File: src/rtl/uart_pkg.sv
// Shared definitions for the UART MMIO controller: register offsets, STATUS bit
// positions and the TX sequencer state encoding.
package uart_pkg;

    localparam int REG_TXDATA = 'h0;
    localparam int REG_RXDATA = 'h4;
    localparam int REG_STATUS = 'h8;
    localparam int REG_CTRL   = 'hC;

    localparam int ST_TXFULL = 0;
    localparam int ST_RXNE   = 1;
    localparam int ST_TXE    = 2;
    localparam int ST_TXOVF  = 3;
    localparam int ST_RXOVF  = 4;

    typedef enum logic [1:0] {
        IDLE,
        LOAD,
        WAIT_BUSY,
        WAIT_DONE
    } tx_state_t;

endpackage

File: src/rtl/uart_mmio_ctrl_if.sv
// CPU-side register bus: single-cycle read/write strobes, read data one cycle later.
interface uart_mmio_ctrl_if #(parameter int ADDR_W = 4);
    logic [ADDR_W-1:0] addr;
    logic [31:0]       wdata;
    logic              we;
    logic              re;
    logic [31:0]       rdata;
    logic              rvalid;

    modport master (output addr, wdata, we, re, input rdata, rvalid);
    modport slave  (input addr, wdata, we, re, output rdata, rvalid);
endinterface

File: src/rtl/uart_mmio_ctrl_sync_fifo.sv
// Single-clock show-ahead FIFO. A push while full is accepted only if a pop
// frees the slot in the same cycle; a pop while empty is ignored.
module sync_fifo #(
    parameter int WIDTH = 8,
    parameter int DEPTH = 16
) (
    input  logic                     clk,
    input  logic                     reset,
    input  logic                     push,
    input  logic                     pop,
    input  logic [WIDTH-1:0]         din,
    output logic [WIDTH-1:0]         dout,
    output logic                     full,
    output logic                     empty,
    output logic [$clog2(DEPTH):0]   count
);
    localparam int AW = $clog2(DEPTH);

    logic [WIDTH-1:0] mem [DEPTH];
    logic [AW-1:0]    wr_ptr;
    logic [AW-1:0]    rd_ptr;
    logic             do_push;
    logic             do_pop;

    assign full    = (count == (AW+1)'(DEPTH));
    assign empty   = (count == '0);
    assign do_push = push & (~full | pop);
    assign do_pop  = pop & ~empty;
    assign dout    = mem[rd_ptr];

    always_ff @(posedge clk) begin
        if (reset) begin
            wr_ptr <= '0;
            rd_ptr <= '0;
            count  <= '0;
        end else begin
            if (do_push) wr_ptr <= wr_ptr + 1'b1;
            if (do_pop)  rd_ptr <= rd_ptr + 1'b1;
            count <= count + (AW+1)'(do_push) - (AW+1)'(do_pop);
        end
    end

    // Storage carries no reset; validity is tracked entirely by count.
    always_ff @(posedge clk) begin
        if (do_push) mem[wr_ptr] <= din;
    end
endmodule

File: src/rtl/uart_mmio_ctrl.sv
// MMIO front end for the uart block: TX/RX FIFOs, byte sequencer, status/irq.
//   state     | meaning
//   IDLE      | waiting for a TX byte; pops the FIFO head into uart_tx_data
//   LOAD      | raise send for the latched byte
//   WAIT_BUSY | hold send and data until the uart reports busy
//   WAIT_DONE | send low, wait for busy to fall
module uart_mmio_ctrl
    import uart_pkg::*;
#(
    parameter int FIFO_DEPTH = 16,
    parameter int ADDR_W     = 4
) (
    input  logic                  clk,
    input  logic                  reset,
    uart_mmio_ctrl_if.slave       bus,
    output logic                  uart_send,
    output logic [7:0]            uart_tx_data,
    input  logic                  uart_busy,
    input  logic [7:0]            uart_rx_data,
    input  logic                  uart_rx_rdy,
    output logic                  irq
);
    localparam int CW = $clog2(FIFO_DEPTH) + 1;

    tx_state_t         state, state_nx;
    logic              tx_pop, tx_full, tx_empty;
    logic [7:0]        tx_dout, rx_dout;
    logic              rx_full, rx_empty, rx_edge, rx_pop, rx_rdy_q;
    logic [CW-1:0]     tx_count, rx_count;
    logic [1:0]        ctrl;
    logic              txovf, rxovf, txovf_set, rxovf_set;
    logic              txe, rxne;
    logic [4:0]        status;
    logic [ADDR_W-1:0] word_addr;
    logic              wr_tx, wr_status, wr_ctrl;
    logic [31:0]       rd_mux;
    logic              unused_ok;

    assign word_addr = {bus.addr[ADDR_W-1:2], 2'b00};
    assign wr_tx     = bus.we & (word_addr == ADDR_W'(REG_TXDATA));
    assign wr_status = bus.we & (word_addr == ADDR_W'(REG_STATUS));
    assign wr_ctrl   = bus.we & (word_addr == ADDR_W'(REG_CTRL));
    assign rx_pop    = bus.re & (word_addr == ADDR_W'(REG_RXDATA));
    assign rx_edge   = uart_rx_rdy & ~rx_rdy_q;

    sync_fifo #(.WIDTH(8), .DEPTH(FIFO_DEPTH)) u_tx_fifo (
        .clk(clk), .reset(reset), .push(wr_tx), .pop(tx_pop), .din(bus.wdata[7:0]),
        .dout(tx_dout), .full(tx_full), .empty(tx_empty), .count(tx_count)
    );

    sync_fifo #(.WIDTH(8), .DEPTH(FIFO_DEPTH)) u_rx_fifo (
        .clk(clk), .reset(reset), .push(rx_edge), .pop(rx_pop), .din(uart_rx_data),
        .dout(rx_dout), .full(rx_full), .empty(rx_empty), .count(rx_count)
    );

    always_ff @(posedge clk) begin
        if (reset) begin
            state        <= IDLE;
            uart_tx_data <= '0;
        end else begin
            state <= state_nx;
            if (tx_pop) uart_tx_data <= tx_dout;
        end
    end

    always_comb begin
        state_nx = state;
        tx_pop   = 1'b0;
        case (state)
            IDLE: begin
                if (!tx_empty) begin
                    tx_pop   = 1'b1;
                    state_nx = LOAD;
                end
            end
            LOAD:      state_nx = WAIT_BUSY;
            WAIT_BUSY: if (uart_busy) state_nx = WAIT_DONE;
            WAIT_DONE: if (!uart_busy) state_nx = IDLE;
            default:   state_nx = IDLE;
        endcase
    end

    assign uart_send = (state == LOAD) || (state == WAIT_BUSY);

    assign txe    = tx_empty & (state == IDLE);
    assign rxne   = ~rx_empty;
    assign status = {rxovf, txovf, txe, rxne, tx_full};
    assign irq    = (rxne & ctrl[0]) | (txe & ctrl[1]);

    // A pop in the same cycle frees a slot, so only a push against a full FIFO
    // with no concurrent pop counts as an overflow.
    assign txovf_set = wr_tx & tx_full & ~tx_pop;
    assign rxovf_set = rx_edge & rx_full & ~rx_pop;

    always_ff @(posedge clk) begin
        if (reset) begin
            rx_rdy_q <= 1'b0;
            ctrl     <= '0;
            txovf    <= 1'b0;
            rxovf    <= 1'b0;
        end else begin
            rx_rdy_q <= uart_rx_rdy;
            if (wr_ctrl) ctrl <= bus.wdata[1:0];
            txovf <= txovf_set | (txovf & ~(wr_status & bus.wdata[ST_TXOVF]));
            rxovf <= rxovf_set | (rxovf & ~(wr_status & bus.wdata[ST_RXOVF]));
        end
    end

    always_comb begin
        rd_mux = '0;
        case (word_addr)
            ADDR_W'(REG_RXDATA): rd_mux = rx_empty ? 32'h0 : {24'h0, rx_dout};
            ADDR_W'(REG_STATUS): rd_mux = {27'h0, status};
            ADDR_W'(REG_CTRL):   rd_mux = {30'h0, ctrl};
            default:             rd_mux = '0;
        endcase
    end

    always_ff @(posedge clk) begin
        if (reset) begin
            bus.rdata  <= '0;
            bus.rvalid <= 1'b0;
        end else begin
            bus.rvalid <= bus.re;
            if (bus.re) bus.rdata <= rd_mux;
        end
    end

    assign unused_ok = ^{bus.wdata[31:8], bus.addr[1:0], tx_count, rx_count};
endmodule
File: src/flat_wrapper.sv
// flat-port wrapper written by rule: the top's interface ports become plain ports
module uart_mmio_ctrl_flat import uart_pkg::*;
#(
    parameter int FIFO_DEPTH = 16,
    parameter int ADDR_W     = 4
)
  (clk, reset, uart_send, uart_tx_data, uart_busy, uart_rx_data, uart_rx_rdy, irq, bus_addr, bus_wdata, bus_we, bus_re, bus_rdata, bus_rvalid);
  uart_mmio_ctrl_if #(.ADDR_W(ADDR_W)) bus_i ();
  input  logic clk;
  input  logic reset;
  output logic uart_send;
  output logic [7:0] uart_tx_data;
  input  logic uart_busy;
  input  logic [7:0] uart_rx_data;
  input  logic uart_rx_rdy;
  output logic irq;
  input wire logic [$bits(bus_i.addr)-1:0] bus_addr;
  input wire logic [$bits(bus_i.wdata)-1:0] bus_wdata;
  input wire logic [$bits(bus_i.we)-1:0] bus_we;
  input wire logic [$bits(bus_i.re)-1:0] bus_re;
  output wire logic [$bits(bus_i.rdata)-1:0] bus_rdata;
  output wire logic [$bits(bus_i.rvalid)-1:0] bus_rvalid;
  assign bus_i.addr = bus_addr;
  assign bus_i.wdata = bus_wdata;
  assign bus_i.we = bus_we;
  assign bus_i.re = bus_re;
  assign bus_rdata = bus_i.rdata;
  assign bus_rvalid = bus_i.rvalid;
  uart_mmio_ctrl #(.FIFO_DEPTH(FIFO_DEPTH), .ADDR_W(ADDR_W)) u_core (.clk(clk), .reset(reset), .bus(bus_i), .uart_send(uart_send), .uart_tx_data(uart_tx_data), .uart_busy(uart_busy), .uart_rx_data(uart_rx_data), .uart_rx_rdy(uart_rx_rdy), .irq(irq));
endmodule
File: config.mk
export PLATFORM = sky130hd
export DESIGN_NAME = uart_mmio_ctrl_flat
export DESIGN_NICKNAME = d
export VERILOG_FILES = /design/src/rtl/uart_pkg.sv /design/src/rtl/uart_mmio_ctrl_if.sv /design/src/rtl/uart_mmio_ctrl_sync_fifo.sv /design/src/rtl/uart_mmio_ctrl.sv /design/src/flat_wrapper.sv
export SDC_FILE = /design/constraint.sdc
export NUM_CORES = 1
export LEC_CHECK = 0
export ABC_AREA = 1
export CAP_MARGIN = 10
export CELL_PAD_IN_SITES_DETAIL_PLACEMENT = 0
export CELL_PAD_IN_SITES_GLOBAL_PLACEMENT = 1
export CORE_ASPECT_RATIO = 0.5
export CORE_MARGIN = 1
export CORE_UTILIZATION = 43
export DETAILED_ROUTE_END_ITERATION = 8
export PLACE_DENSITY = 0.85
export SYNTH_ARGS = -nofsm -noshare
export SYNTH_HDL_FRONTEND = slang
export SYNTH_SLANG_ARGS = --single-unit
File: constraint.sdc
create_clock -name clk -period 2.3 [get_ports clk]
set_input_delay 0.46 -clock clk [delete_from_list [all_inputs] [get_ports clk]]
set_output_delay 0.46 -clock clk [all_outputs]
set_load 0.01 [all_outputs]
==> results.py <==
metrics = {
    "cts": {
        "cts_tree": "done",
        "cts_buffer_depth": 3,
        "h-tree-depth": 1,
        "root_buffer": "clkbuf_16",
        "cts_sinks": 310,
        "clock_latency_ns": 0.54,
        "clk_pin_slew_worst_paths_ns": 0.06,
        "numCtsBuffers": 27,
    },
    "layout": {
        "antennaDiodeCount": 0,
        "drive_gt1_frac": 0.1413,
        "nets": 1325,
        "area_growth_pct": 18.10,
        "utilization": 0.5220,
        "instances_no_fill": 1658,
    },
    "route": {
        "vias": 8607,
        "wl_mm": 28.75,
        "viasPerCell": 5.191,
        "post_drt_wl_per_cell_um": 17.34,
        "drc": 4,
        "drtIter0Drc": 776,
        "ant_nets": 0,
        "first_pass_iters": 9,
    },
    "job": {
        "maxCapViolations": 0,
    },
    "worst_setup_path": {
        "cp_max_fo": 2,
        "worstPathRequired_ns": 2.73,
        "crit_arrival_ns": 2.76,
        "critical_path_class": "reg -> reg",
        "start_kind": "flop",
        "rr_worst_depth": 14,
        "end_kind": "flop",
    },
    "grt": {
        "grt_max_degree": 81,
        "track_usage": 0.1864,
        "grt_pass1_wl_mm": 44.88,
        "antenna_found_initial": 0,
        "grt_overflow": 0,
        "grt_pass1_vias": 8268,
    },
    "logic_synthesis": {
        "synth_common_cells": "256 x edfxtp_1, 216 x nor2_1, 134 x o21ai_0, 105 x nand2_1, 67 x inv_1",
        "ys.flop_type": "edfxtp_1",
        "syn-instance-count": 1142,
        "ys_top_cells_by_area": "edfxtp_1 59%, dfxtp_1 8.4%, nor2_1 6.3%",
        "yosysMostFrequentCell": "edfxtp_1",
        "ys_ff_latch": 310,
        "yosysSeqAreaShare": 0.6773,
        "ys_warn_count": 0,
        "netlist_area_um2": 12950,
        "async_reset_ff_frac": 0,
        "yosys.area.top_type_share": 0.5938,
        "synth_cell_type_count": 37,
        "synth_edf_count": 256,
        "synth_area_per_cell_um2": 11.34,
        "synth_largest_area_cell": "edfxtp_1",
    },
    "die": {
        "initial_utilization": 0.4420,
        "floorplan.rows": 44,
        "die-area_um2": 30850,
        "ios": 93,
        "fp.dieW_um": 247.4,
        "fp.dieH_um": 124.7,
        "core_region_area_um2": 29290,
    },
    "power": {
        "ir_worst_vdd_v": 0.0005583,
        "powerDensity_nw_per_um2": 985.6,
        "leakagePower_nw": 5.465,
    },
    "sta": {
        "holdWs_ns": 0.4709,
        "worst_pin_slew_ns": 0.7078,
        "hold_violations": 0,
        "setup_viol": 1,
        "finalSetupTns_ns": -0.02736,
        "clock.fmax_ghz": 0.4297,
        "maxSlewHeadroom": 0.5276,
        "finalCriticalPeriod_ns": 2.327,
        "rsz0062_at_grt": "yes",
        "post-route-period-util": 1.012,
        "timing.final.ws_setup_ns": -0.02736,
        "timing.final.max_slew_violations": 0,
        "skew_ns": 0.006479,
    },
    "hold_path": {
        "hold_class": "reg -> reg",
        "whs_path_depth": 2,
    },
    "outcome": {
        "status": "finished with violations",
        "violations": "design-rule violations, negative setup slack",
    },
    "placed_design": {
        "io_buffers": 42,
        "dpl.cell_count": 1598,
        "gp_congestion": 0.8574,
        "hpwl_mm": 18.29,
    },
}
==> critical path, cell delays in order (launching register included) <==
cell and delay [ns]:
dfxtp_2 0.32, inv_2 0.07, ha_4 0.13, nor3b_4 0.21, nand2_2 0.12, nand2_4 0.08
clkinv_4 0.05, ha_4 0.25, inv_2 0.03, ha_4 0.15, fa_2 0.35, buf_4 0.15
buf_4 0.12, xnor2_1 0.12, nor2_1 0.05
==> through the flow <==
stage / setup WS, ns / cell area, µm² / total power [mW]
finish: -0.02736 / 15290 / 15.07
CTS: -0.02528 / 15150 / 14.86
global placement: -0.4596 / 14180 / 9.982
global route: -0.1310 / 15290 / 15.83
detailed placement: -0.5065 / 14180 / 10.10
floorplan: 0.02644 / 13060 / 8.918
==> metal layers <==
layer  wire length [µm]  global-route usage
met1              12210              0.2462
met2              14500              0.3212
met3               1519             0.02909
met5                  0                   0
met4                510             0.04439
==> what timing repair did <==
action,CTS,global route
pin swaps,6,12
buffers inserted,4,7
setup endpoints to repair,3,6
hold buffers,0,0
gates resized for setup,18,24
==> placed cells by master, fill, tap and decap left out, types with 8 or more instances in the layout <==
master / n
dfxtp_2: 8
ha_1: 19
clkbuf_16: 27
o21ai_0: 131
clkinv_1: 9
conb_1: 24
nand3_1: 65
a21oi_1: 41
nor2_1: 214
edfxtp_1: 256
inv_1: 57
o211ai_1: 62
clkdlybuf4s50_1: 41
nand2_1: 102
inv_2: 13
dfxtp_1: 46
buf_4: 86
==> worst paths after layout <==
| path | startpoint | endpoint | slack, ns |
|---|---|---|---|
| hold / removal | u_core.rxovf | u_core.rxovf | 0.47 |
| hold reg to reg | u_core.rxovf | u_core.rxovf | 0.47 |
| setup reg to reg | u_core.u_rx_fifo.count[2] | u_core.u_rx_fifo.count[2] | -0.03 |
| setup / recovery | u_core.u_rx_fifo.count[2] | u_core.u_rx_fifo.count[2] | -0.03 |
==> flip-flops by register name, indices dropped and copies added, names as in the netlist, 4 cells and up, named ones only <==
name	count
u_core.u_tx_fifo.count	5
u_core.u_tx_fifo.mem	128
u_core.uart_tx_data	8
u_core.bus.rdata	8
u_core.u_tx_fifo.wr_ptr	4
u_core.u_rx_fifo.count	5
u_core.u_rx_fifo.rd_ptr	4
u_core.u_rx_fifo.mem	128
u_core.u_tx_fifo.rd_ptr	4
u_core.u_rx_fifo.wr_ptr	4
==> layout make-up <==
cell class | count | area [µm²]
Clock inverter | 19 | 215.2
Timing Repair Buffer | 133 | 1161
Clock buffer | 30 | 686.9
Tap cell | 391 | 489.2
Fill cell | 2435 | 14000
Inverter | 74 | 286.5
Multi-Input combinational cell | 701 | 3672
Sequential cell | 310 | 8778
==> logic make-up after synthesis <==
logic type      count (synthesis)  share of synthesized area
other cells                     1                  0.0002897
buf+inv                       154                    0.05654
compound gates                246                     0.1087
fa+ha+maj                      28                    0.02822
simple gates                  397                     0.1248
mux                             1                  0.0007732
flops                         310                     0.6773
xor+xnor                        5                   0.003382
==> power breakdown <==
| part | internal [mW] | switching [mW] | total [mW] |
|---|---|---|---|
| Clock | 2.71 | 1.96 | 4.66 |
| Sequential | 6.34 | 0.211 | 6.55 |
| Combinational | 1.57 | 2.28 | 3.85 |
| Total | 10.6 | 4.45 | 15.1 |
Power figures use the tool's default switching activity.
